File: src/rtl/fifo_sync_flags_pkg.sv
// Shared definitions for the flagged synchronous FIFO.
// Provides the depth derivation, default almost-full/almost-empty thresholds
// and the occupancy counter width used by the top and the storage sub-module.
package fifo_sync_flags_pkg;

  // Number of words addressed by a w-bit pointer.
  function automatic int depth_of(input int w);
    return 1 << w;
  endfunction

  // Occupancy must represent 0..DEPTH inclusive, hence one extra bit.
  function automatic int cnt_width(input int w);
    return w + 1;
  endfunction

  // Default almost_full threshold: two words short of full.
  function automatic int af_default(input int w);
    return depth_of(w) - 2;
  endfunction

  localparam int AE_DEFAULT = 2;

endpackage

File: src/rtl/fifo_sync_flags_if.sv
// Producer/consumer bundle for fifo_sync_flags.
// slave  : FIFO side (takes wr/rd/flush/clr_err, drives data, flags, count).
// master : user side (the mirror image).
interface fifo_sync_flags_if #(
  parameter int B = 8,
  parameter int W = 4
);
  logic         flush_i;
  logic         wr;
  logic [B-1:0] w_data;
  logic         rd;
  logic [B-1:0] r_data;
  logic         full;
  logic         empty;
  logic         almost_full;
  logic         almost_empty;
  logic [W:0]   count;
  logic         overflow;
  logic         underflow;
  logic         clr_err_i;

  modport slave (
    input  flush_i, wr, w_data, rd, clr_err_i,
    output r_data, full, empty, almost_full, almost_empty, count,
           overflow, underflow
  );

  modport master (
    output flush_i, wr, w_data, rd, clr_err_i,
    input  r_data, full, empty, almost_full, almost_empty, count,
           overflow, underflow
  );
endinterface

File: src/rtl/fifo_sync_flags_ram.sv
// B x 2**W storage for fifo_sync_flags.
// Ports: clk; write port we/waddr/wdata (synchronous);
//        read port raddr/rdata (asynchronous, gives show-ahead head word).
// Contents are never reset.
module fifo_sync_flags_ram
  import fifo_sync_flags_pkg::*;
#(
  parameter int B = 8,
  parameter int W = 4
)(
  input  logic         clk,
  input  logic         we,
  input  logic [W-1:0] waddr,
  input  logic [B-1:0] wdata,
  input  logic [W-1:0] raddr,
  output logic [B-1:0] rdata
);
  localparam int DEPTH = depth_of(W);

  logic [B-1:0] mem [DEPTH];

  always_ff @(posedge clk) begin
    if (we) mem[waddr] <= wdata;
  end

  assign rdata = mem[raddr];
endmodule

File: src/rtl/fifo_sync_flags.sv
// Synchronous FIFO with occupancy count, almost-full/almost-empty thresholds,
// synchronous flush and sticky overflow/underflow flags.
// Ports: clk, rst_i (sync, active-high, highest priority);
//        f : slave modport carrying wr/w_data, rd/r_data, flush_i, clr_err_i,
//            full, empty, almost_full, almost_empty, count, overflow, underflow.
// All flags are registered from the next-state count so they move on the
// same edge as count.
module fifo_sync_flags
  import fifo_sync_flags_pkg::*;
#(
  parameter int B         = 8,
  parameter int W         = 4,
  parameter int AF_THRESH = af_default(W),
  parameter int AE_THRESH = AE_DEFAULT
)(
  input  logic              clk,
  input  logic              rst_i,
  fifo_sync_flags_if.slave  f
);
  localparam int DEPTH = depth_of(W);
  localparam int CW    = cnt_width(W);
  typedef logic [CW-1:0] cnt_t;

  localparam cnt_t DEPTH_C = cnt_t'(DEPTH);
  localparam cnt_t AF_C    = cnt_t'(AF_THRESH);
  localparam cnt_t AE_C    = cnt_t'(AE_THRESH);
  localparam cnt_t CNT_ONE = cnt_t'(1);

  logic [W-1:0] w_ptr, r_ptr;
  cnt_t         count_q, count_nx;
  logic         full_q, empty_q, af_q, ae_q, ovf_q, unf_q;
  logic         rd_acc, wr_acc, rd_go, wr_go, ovf_set, unf_set;

  // Acceptance from registered state. A write into a full FIFO is fine when
  // a read frees the head slot on the same edge. Flush overrides both.
  always_comb begin
    rd_acc  = f.rd & ~empty_q;
    wr_acc  = f.wr & (~full_q | rd_acc);
    rd_go   = rd_acc & ~f.flush_i;
    wr_go   = wr_acc & ~f.flush_i;
    ovf_set = f.wr & ~wr_acc & ~f.flush_i;
    unf_set = f.rd & empty_q & ~f.flush_i;

    count_nx = count_q;
    if (f.flush_i)           count_nx = '0;
    else if (wr_go & ~rd_go) count_nx = count_q + CNT_ONE;
    else if (rd_go & ~wr_go) count_nx = count_q - CNT_ONE;
  end

  always_ff @(posedge clk) begin
    if (rst_i) begin
      w_ptr   <= '0;
      r_ptr   <= '0;
      count_q <= '0;
      full_q  <= 1'b0;
      empty_q <= 1'b1;
      af_q    <= (AF_THRESH == 0);
      ae_q    <= 1'b1;
      ovf_q   <= 1'b0;
      unf_q   <= 1'b0;
    end else begin
      if (f.flush_i) begin
        w_ptr <= '0;
        r_ptr <= '0;
      end else begin
        if (wr_go) w_ptr <= w_ptr + W'(1);
        if (rd_go) r_ptr <= r_ptr + W'(1);
      end
      count_q <= count_nx;
      full_q  <= (count_nx == DEPTH_C);
      empty_q <= (count_nx == '0);
      af_q    <= (count_nx >= AF_C);
      ae_q    <= (count_nx <= AE_C);
      // Set beats clear when both happen on one edge.
      if (ovf_set)          ovf_q <= 1'b1;
      else if (f.clr_err_i) ovf_q <= 1'b0;
      if (unf_set)          unf_q <= 1'b1;
      else if (f.clr_err_i) unf_q <= 1'b0;
    end
  end

  fifo_sync_flags_ram #(.B(B), .W(W)) u_ram (
    .clk   (clk),
    .we    (wr_go),
    .waddr (w_ptr),
    .wdata (f.w_data),
    .raddr (r_ptr),
    .rdata (f.r_data)
  );

  assign f.count        = count_q;
  assign f.full         = full_q;
  assign f.empty        = empty_q;
  assign f.almost_full  = af_q;
  assign f.almost_empty = ae_q;
  assign f.overflow     = ovf_q;
  assign f.underflow    = unf_q;
endmodule

File: src/flat_wrapper.sv
// flat-port wrapper written by rule: the top's interface ports become plain ports
module fifo_sync_flags_flat import fifo_sync_flags_pkg::*;
#(
  parameter int B         = 8,
  parameter int W         = 4,
  parameter int AF_THRESH = af_default(W),
  parameter int AE_THRESH = AE_DEFAULT
)
  (clk, rst_i, f_flush_i, f_wr, f_w_data, f_rd, f_clr_err_i, f_r_data, f_full, f_empty, f_almost_full, f_almost_empty, f_count, f_overflow, f_underflow);
  fifo_sync_flags_if #(.B(B), .W(W)) f_i ();
  input  logic clk;
  input  logic rst_i;
  input wire logic [$bits(f_i.flush_i)-1:0] f_flush_i;
  input wire logic [$bits(f_i.wr)-1:0] f_wr;
  input wire logic [$bits(f_i.w_data)-1:0] f_w_data;
  input wire logic [$bits(f_i.rd)-1:0] f_rd;
  input wire logic [$bits(f_i.clr_err_i)-1:0] f_clr_err_i;
  output wire logic [$bits(f_i.r_data)-1:0] f_r_data;
  output wire logic [$bits(f_i.full)-1:0] f_full;
  output wire logic [$bits(f_i.empty)-1:0] f_empty;
  output wire logic [$bits(f_i.almost_full)-1:0] f_almost_full;
  output wire logic [$bits(f_i.almost_empty)-1:0] f_almost_empty;
  output wire logic [$bits(f_i.count)-1:0] f_count;
  output wire logic [$bits(f_i.overflow)-1:0] f_overflow;
  output wire logic [$bits(f_i.underflow)-1:0] f_underflow;
  assign f_i.flush_i = f_flush_i;
  assign f_i.wr = f_wr;
  assign f_i.w_data = f_w_data;
  assign f_i.rd = f_rd;
  assign f_i.clr_err_i = f_clr_err_i;
  assign f_r_data = f_i.r_data;
  assign f_full = f_i.full;
  assign f_empty = f_i.empty;
  assign f_almost_full = f_i.almost_full;
  assign f_almost_empty = f_i.almost_empty;
  assign f_count = f_i.count;
  assign f_overflow = f_i.overflow;
  assign f_underflow = f_i.underflow;
  fifo_sync_flags #(.B(B), .W(W), .AF_THRESH(AF_THRESH), .AE_THRESH(AE_THRESH)) u_core (.clk(clk), .rst_i(rst_i), .f(f_i));
endmodule
File: config.mk
export PLATFORM = sky130hd
export DESIGN_NAME = fifo_sync_flags_flat
export DESIGN_NICKNAME = d
export VERILOG_FILES = /design/src/rtl/fifo_sync_flags_pkg.sv /design/src/rtl/fifo_sync_flags_if.sv /design/src/rtl/fifo_sync_flags_ram.sv /design/src/rtl/fifo_sync_flags.sv /design/src/flat_wrapper.sv
export SDC_FILE = /design/constraint.sdc
export NUM_CORES = 1
export LEC_CHECK = 0
export CAP_MARGIN = 20
export CORE_MARGIN = 4
export CORE_UTILIZATION = 63
export CTS_CLUSTER_DIAMETER = 40
export CTS_CLUSTER_SIZE = 28
export DETAILED_ROUTE_END_ITERATION = 8
export GPL_TIMING_DRIVEN = 1
export PLACE_DENSITY = 0.86
export SLEW_MARGIN = 20
export SYNTH_ARGS = -nofsm -noshare
export SYNTH_HDL_FRONTEND = slang
export SYNTH_HIERARCHICAL = 1
export SYNTH_SLANG_ARGS = --single-unit
File: constraint.sdc
create_clock -name clk -period 5.2 [get_ports clk]
set_clock_uncertainty 0.1 [all_clocks]
set_input_delay 1.04 -clock clk [delete_from_list [all_inputs] [get_ports clk]]
set_output_delay 1.04 -clock clk [all_outputs]
set_load 0.005 [all_outputs]
==> metrics.md, run 1 <==
| Metric | Value |
|---|---|
| GRT met3 Usage | `6.177%` |
| Power Total | `2.601 mW` |
| Total global routing overflow | `0` |
| Core area | `0.009196 mm2` |
| LEAKAGE | `2.288 nW` |
| Post-synth EDFFs | `128` |
| Initial Utilization | `64.71%` |
| Post-synth top flop | `edfxtp_1` |
| Most area-consuming cells after synthesis | `edfxtp_1 65%, mux4_2 6.8%, dfxtp_1 6.4%` |
| Worst r2r path cells | `5` |
| Worst-path fanout max | `20` |
| Outcome | `complete, no violations` |
| Syn Inst Count | `323` |
| Antenna viol nets, final | `0` |
| Power density over the cells | `371.7 mW/mm2` |
| Share of cells above drive strength 1 | `17.71%` |
| R2r endpoint | `u_core/u_ram/mem[1][6]$_DFFE_PP_` |
| Hold depth | `2` |
| Antenna Cells | `0` |
| Total GRT Usage | `24.43%` |
| Num rows | `35` |
| Most Crowded Layer GR | `met2` |
| Unrepaired setup endpoints after global routing | `false` |
| Initial antenna violation count | `0` |
| Detailed-route wire length per cell | `25.16 um` |
| Pin count of the biggest net entering global routing | `36` |
| Post-Synthesis Net Count | `341` |
| Mapped Area | `0.005951 mm2` |
| FFs w/ async S/R, synth | `0%` |
| DR pass1 iterations | `8` |
| Max Transition Viols Final | `0` |
| Placed cells | `463` |
| H-Tree Level Count | `4` |
| Clock slew at reported path FFs | `0.06 ns` |
| Drt drc | `0` |
| Max Cap Viol | `0` |
| Least-Margin Pin Slew | `0.8153 ns` |
| DPL Wire Length | `7422 um` |
| CTS Hold Bufs | `0` |
| Hold Path Class | `register to register` |
| Total CTS buffers | `17` |
| Crit path time final | `4.175 ns` |
| Met1 usage | `33.52%` |
| Fin crit share | `80.28%` |
| Largest area contributor in the netlist | `edfxtp_1` |
| Worst reg2reg startpoint | `u_core/f.empty$_SDFF_PP1_` |
| Mapped Avg Cell Area | `18.42 um2` |
| Fill cells | `510` |
| Worst-path cell chain | `buf_4 -> mux4_2 -> a22oi_1 -> nand2_1 -> clkdlybuf4s50_1` |
| Area of the multi-input gates | `0.001614 mm2` |
| Final setup fails | `0` |
| Highest Clock Rate | `239.5 MHz` |
| CTS-repair resized insts | `0` |
| Via count | `3285` |
| #FFs+latches synth | `147` |
| Initial DRC Count | `404` |
| M2 GR Usage | `39.21%` |
| Clock sink total | `147` |
| Routed wire length | `12460 um` |
| Worst path max stage delay | `0.78 ns` |
| Sequential element share of the synthesized area | `70.98%` |
| Die X | `105.2 um` |
| Clk root buf | `clkbuf_8` |
| Synth Warn # | `6` |
| WS Path Type | `register to primary output` |
| Layout Nets | `389` |
| Reg area | `0.004225 mm2` |
| Hold EP | `u_core/f.underflow$_SDFFE_PP0P_` |
| Vias in the first global route | `3381` |
| Area share of the largest cell type after synthesis | `64.59%` |
| Post-CTS Setup Inserts | `0` |
| CTS max path bufs | `2` |
| Crit. End Element | `primary output` |
| Vias per cell | `6.636` |
| Worst EP required | `4.06 ns` |
| Layout Utilization | `76.10%` |
| R2r setup slk | `2.56 ns` |
| Global-route wire length before repair | `19690 um` |
| PortBufs | `32` |
| GP Congestion | `0.7905` |
| TritonCTS clock tree | `built` |
| Worst slew margin | `45.44%` |
| Critical Path Source Type | `register` |
| Die ar. | `0.01106 mm2` |
| Yosys cell types | `48` |
| Peak supply drop | `0.0002624 V` |
| Total Neg Setup Slack | `0 ns` |
| Critical path's slowest cell | `dfxtp_2` |
| Top-level I/O count | `33` |
| Fin cells | `495` |
| Final Hold Viols | `0` |
| Area Growth Syn to Fin | `17.60%` |
| Hold path start | `u_core/f.underflow$_SDFFE_PP0P_` |
| Insertion delay to the later sink of the worst-skew pair | `0.52 ns` |
| Arrival @ worst endpoint | `3.03 ns` |
| Die height | `105.2 um` |
-- placed cells by master, fill, tap and decap left out, types with 6 or more instances in the layout --
cell	count
edfxtp_1	128
clkdlybuf4s50_1	32
nor2_1	28
clkbuf_16	19
dfxtp_1	18
mux4_2	18
nand2_1	16
a22oi_1	16
mux4_1	14
nor3_1	8
buf_4	8
inv_1	6
-- synth_stat cells, types with 2 or more instances --
| cell type | number |
|---|---|
| nand2_1 | 16 |
| mux4_2 | 18 |
| xor2_1 | 4 |
| nor3_1 | 8 |
| nor2b_1 | 2 |
| mux4_1 | 14 |
| nand3b_1 | 2 |
| and2b_1 | 3 |
| a21oi_1 | 2 |
| a221oi_1 | 2 |
| nand4_1 | 2 |
| edfxtp_1 | 128 |
| and2_1 | 2 |
| mux2i_1 | 2 |
| dfxtp_1 | 19 |
| ha_1 | 4 |
| nand2b_1 | 4 |
| a32oi_1 | 3 |
| clkdlybuf4s25_2 | 3 |
| nor2_1 | 28 |
| buf_6 | 3 |
| a22oi_1 | 16 |
| inv_1 | 6 |
| nand3_1 | 2 |
| xnor2_1 | 5 |
| buf_2 | 3 |
-- sequential cells by signal, summed over array words and instances, names as in the netlist --
signal	flops
u_core/f.almost_empty	1
u_core/f.almost_full	1
u_core/f.count	5
u_core/f.empty	1
u_core/f.full	1
u_core/f.overflow	1
u_core/f.underflow	1
u_core/r_ptr	4
u_core/u_ram/mem	128
u_core/w_ptr	4
-- cells by family (layout without fill, tap and decap cells) --
group / after synthesis / after routing / synth area share [%]
DFF: 147 / 147 / 70.98
and+or+nand+nor: 81 / 81 / 7.401
muxes: 35 / 35 / 13.52
AOI/OAI and AO/OA: 30 / 30 / 4.037
buffers and inverters: 17 / 78 / 1.892
xor gates and xnor gates: 9 / 9 / 1.325
adders and majority gates: 4 / 4 / 0.8411
-- report_power, final --
part	leakage, nW	internal, mW	switching [mW]
Clock	0.298	0.773	0.460
Combinational	0.683	0.0341	0.0411
Sequential	1.31	1.29	0.00545
Total	2.29	2.09	0.507
-- worst max-delay path, delay by kind of cell (launching register included) --
kind | cells | cell delay (ns)
flops | 1 | 0.78
compound gates | 1 | 0.27
mux | 1 | 0.55
buf+inv | 2 | 0.76
simple gates | 1 | 0.14
-- final cells by class --
type / count / area share [%]
sequential: 147 / 60.38
clock buffer: 23 / 7.152
tap: 111 / 1.985
multi-input combinational: 159 / 23.06
timing repair buffer: 40 / 5.435
inverter: 6 / 0.3218
clock inverter: 9 / 1.663
-- per-layer routing --
metal / vias up / routed length [um]
met3: 29 / 1001
met2: 192 / 6215
li1: 1409 / -
met5: - / 0
met1: 1655 / 4973
met4: 0 / 265
-- per-stage QoR --
stage                     setup WS, ns  hold WS, ns  cell area, um2
after floorplan                  1.935       0.3764            5951
after global placement           1.467       0.3800            6381
after detailed placement         1.329       0.3755            6381
after CTS                       0.9654       0.3979            6998
after global routing            0.8083       0.4727            6998
final                            1.025       0.3965            6998
-- how the worst max path moves through the flow --
| stage | startpoint | to | slack (ns) | cells after the start |
|---|---|---|---|---|
| floorplan | f_flush_i | u_core/u_ram/mem[0][0]$_DFFE_PP_ | 1.93 | 4 |
| global placement | f_flush_i | u_core/u_ram/mem[1][4]$_DFFE_PP_ | 1.47 | 6 |
| detailed placement | f_flush_i | u_core/u_ram/mem[1][3]$_DFFE_PP_ | 1.33 | 6 |
| CTS | u_core/r_ptr[0]$_SDFFE_PP0P_ | f_r_data[3] | 0.97 | 5 |
| global route | u_core/r_ptr[0]$_SDFFE_PP0P_ | f_r_data[0] | 0.81 | 5 |
| finish | u_core/r_ptr[0]$_SDFFE_PP0P_ | f_r_data[7] | 1.03 | 5 |
Power figures use the tool's default switching activity.
==> inputs of run 2 (changes only) <==
--- a/config.mk
+++ b/config.mk
@@ -7,12 +7,12 @@
 export LEC_CHECK = 0
 export CAP_MARGIN = 20
 export CORE_MARGIN = 4
-export CORE_UTILIZATION = 63
+export CORE_UTILIZATION = 53
 export CTS_CLUSTER_DIAMETER = 40
 export CTS_CLUSTER_SIZE = 28
 export DETAILED_ROUTE_END_ITERATION = 8
 export GPL_TIMING_DRIVEN = 1
-export PLACE_DENSITY = 0.86
+export PLACE_DENSITY = 0.78
 export SLEW_MARGIN = 20
 export SYNTH_ARGS = -nofsm -noshare
 export SYNTH_HDL_FRONTEND = slang
==> constraint.sdc (replaced) <==
create_clock -name clk -period 3.8 [get_ports clk]
set_clock_uncertainty 0.1 [all_clocks]
set_input_delay 0.76 -clock clk [delete_from_list [all_inputs] [get_ports clk]]
set_output_delay 0.76 -clock clk [all_outputs]
set_load 0.005 [all_outputs]
==> run 2 against run 1 <==
Net effect:
- global-route usage down 4.7 points
- critical endpoint is now f_r_data[2]
- setup slack got worse by 0.75 ns
- highest routed layer unchanged
- die area is 17% higher
- core utilization is 11 points lower
- critical path depth is the same
==> metrics.md, run 2 (synthesized netlist as in run 1, its figures left out) <==
| Metric | Value |
|---|---|
| Outcome | `complete, no violations` |
| Via count | `3191 (-2.9%)` |
| Antenna Cells | `0 (unchanged)` |
| Pint | `2.824 mW (+35%)` |
| Unrepaired setup endpoints after global routing | `false` |
| Commonest non-fill, non-tap cells in the layout | `128 x edfxtp_1, 32 x clkdlybuf4s50_1, 28 x nor2_1, 18 x dfxtp_1, 18 x mux4_2` |
| TritonCTS clock tree | `built` |
| Crit path time final | `3.524 ns` |
| Placed instance area | `0.006525 mm2 (+2.3%)` |
| Gate power share | `2.9% (about the same)` |
| Vias per cell | `5.976 (-10%)` |
| Top reg by flops | `u_core/u_ram/mem` |
| Fill cells | `754 (+48%)` |
| Clock power share | `46.1% (-1.3 points)` |
| WS Path Type | `register to primary output` |
| Least-Margin Pin Slew | `0.7933 ns (-0.02209 ns)` |
| Sw Pwr | `0.6488 mW (+28%)` |
| Num rows | `38 (+8.6%)` |
| Worst slew margin | `47.01% (+1.6 points)` |
| Initial Utilization | `54.42% (-10 points)` |
| Top-level I/O count | `33 (unchanged)` |
| CTS-repair resized insts | `0 (unchanged)` |
| Clock slew at reported path FFs | `0.06 ns (about the same)` |
| Share of cells above drive strength 1 | `19.54% (+1.8 points)` |
| Layout Nets | `400 (+2.8%)` |
| DR pass1 iterations | `4 (-4)` |
| Top Metal Used | `met4` |
| Global-route wire length before repair | `18710 um (-5.0%)` |
| Post-route cell area | `0.007097 mm2 (+1.4%)` |
| Highest Clock Rate | `283.8 MHz` |
| Fin crit share | `92.73%` |
| Arrival @ worst endpoint | `2.66 ns (-0.37 ns)` |
| Peak supply drop | `0.0002525 V (-3.8%)` |
| Most common cell after layout, fill and taps aside | `edfxtp_1` |
| Initial DRC Count | `327 (-19%)` |
| Worst-path cell chain | `buf_12 -> mux4_1 -> a22oi_1 -> nand2_1 -> clkdlybuf4s50_1` |
| Routed wire length | `11930 um (-4.3%)` |
| Hold depth | `2 (unchanged)` |
| CTS max path bufs | `2 (unchanged)` |
| Worst reg2reg startpoint | `u_core/f.empty$_SDFF_PP1_` |
| Detailed-route wire length per cell | `22.33 um (-11%)` |
| Max Cap Viol | `0 (unchanged)` |
| Total CTS buffers | `17 (unchanged)` |
| Max Transition Viols Final | `0 (unchanged)` |
| Power density over the cells | `489.3 mW/mm2 (+32%)` |
| Worst path max stage delay | `0.58 ns (-0.20 ns)` |
| Worst r2r path cells | `4 (-1)` |
| Reg power frac | `50.9% (+1.2 points)` |
| Hold Path Class | `register to register` |
| Final Hold Viols | `0 (unchanged)` |
| CTS Hold Bufs | `0 (unchanged)` |
| Antenna viol nets, final | `0 (unchanged)` |
| DPL Wire Length | `7524 um (+1.4%)` |
| Drt drc | `0 (unchanged)` |
| R2r setup slk | `1.47 ns (-1.09 ns)` |
| Crit path max-delay family | `buffers and inverters` |
| Initial antenna violation count | `0 (unchanged)` |
| Crit. End Element | `primary output` |
| Insertion delay to the later sink of the worst-skew pair | `0.41 ns (-0.11 ns)` |
| Total GRT Usage | `19.68% (-4.7 points)` |
| Max FFs per register | `128 (unchanged)` |
| Critical path's slowest cell | `mux4_1` |
| LEAKAGE | `2.337 nW (+2.1%)` |
| Post-CTS Setup Inserts | `0 (unchanged)` |
| Vias in the first global route | `3336 (-1.3%)` |
| Die height | `114.0 um (+8.3%)` |
| Hold EP | `u_core/f.overflow$_SDFFE_PP0P_` |
| R2r endpoint | `u_core/u_ram/mem[1][7]$_DFFE_PP_` |
| H-Tree Level Count | `4 (unchanged)` |
| Area Growth Syn to Fin | `19.26%` |
| Clk root buf | `clkbuf_16` |
| Core area | `0.01094 mm2 (+19%)` |
| Crit path buf inv count | `2 (unchanged)` |
| Met3 WL | `777 um (-22%)` |
| Power Total | `3.472 mW (+33%)` |
| GP Congestion | `0.8540 (+8.0%)` |
| Switching share of power | `18.68% (-0.80 points)` |
| Wl on met1 | `4888 um (-1.7%)` |
| Final setup fails | `0 (unchanged)` |
| Worst-path fanout max | `25 (+25%)` |
| Pin count of the biggest net entering global routing | `27 (-25%)` |
| Met2 wire length | `6080 um (-2.2%)` |
| Die ar. | `0.01299 mm2 (+17%)` |
| Critical Path Source Type | `register` |
| Hold path start | `u_core/f.overflow$_SDFFE_PP0P_` |
| Total Neg Setup Slack | `0 ns (unchanged)` |
| Clock sink total | `147 (unchanged)` |
| Worst EP required | `2.94 ns (-1.12 ns)` |
| Die X | `114.0 um (+8.3%)` |
| PortBufs | `32 (unchanged)` |
| Total global routing overflow | `0 (unchanged)` |
==> run 2: cell types whose count changed in the layout (fill, tap and decap cells not counted), moves of 2 or more <==
cell       change
buf_12         +2
clkinv_2       +4
clkbuf_1       -2
clkinv_1       +3
clkinv_4       -3
buf_4          +9
clkbuf_16      -2
==> run 2: per-layer routing <==
| layer | vias up | GRT usage (%) |
|---|---|---|
| li1 | 1434 | - |
| met1 | 1624 | 25.16 |
| met2 | 118 | 32.08 |
| met3 | 15 | 5.889 |
| met4 | 0 | 7.284 |
| met5 | - | 0 |
==> run 2: how the worst max path moves through the flow <==
| stage | startpoint | to | slack, ns | cells past startpoint |
|---|---|---|---|---|
| after global routing | u_core/r_ptr[0]$_SDFFE_PP0P_ | f_r_data[2] | 0.13 | 5 |
| after CTS | u_core/r_ptr[0]$_SDFFE_PP0P_ | f_r_data[2] | 0.24 | 5 |
| final | u_core/r_ptr[0]$_SDFFE_PP0P_ | f_r_data[2] | 0.28 | 5 |
| after global placement | f_flush_i | u_core/u_ram/mem[1][1]$_DFFE_PP_ | 0.58 | 5 |
| after floorplan | f_flush_i | u_core/u_ram/mem[0][0]$_DFFE_PP_ | 0.81 | 4 |
| after detailed placement | f_flush_i | u_core/u_ram/mem[1][7]$_DFFE_PP_ | 0.53 | 5 |
==> run 2: power by group through the flow <==
stage / sequential, mW / combinational, mW / clock (mW)
detailed placement: 1.80 / 0.102 / 0
floorplan: 1.80 / 0.0427 / 0
global placement: 1.80 / 0.0975 / 0
CTS: 1.77 / 0.103 / 1.63
finish: 1.77 / 0.102 / 1.60
global route: 1.77 / 0.111 / 1.71
==> run 2: final cells by class <==
cell class	count	area (um2)	area share, %
clock buffers	18	429.2	6.047
clock inverters	13	142.6	2.010
inverters	6	22.52	0.3173
multi-input cells	159	1614	22.74
flip-flops and latches	147	4225	59.54
well taps	140	175.2	2.468
repair buffers	51	488.0	6.876
==> run 2: stage by stage <==
step           utilization [%]  hold slack, ns  instances  setup WS (ns)
2_1_floorplan                -          0.3764        323         0.8147
3_5_place_dp             59.67          0.3711        503         0.5283
3_3_place_gp             59.67          0.3822        503         0.5775
4_1_cts                  64.90          0.4048        534         0.2355
6_report                 64.90          0.4106        534         0.2762
5_1_grt                  64.90          0.4451        534         0.1288
==> run 2: tightest hold or removal path, stage by stage (launching register included) <==
cell and delay [ns]:
dfxtp_1 0.33, a32oi_1 0.07, nor2_1 0.08
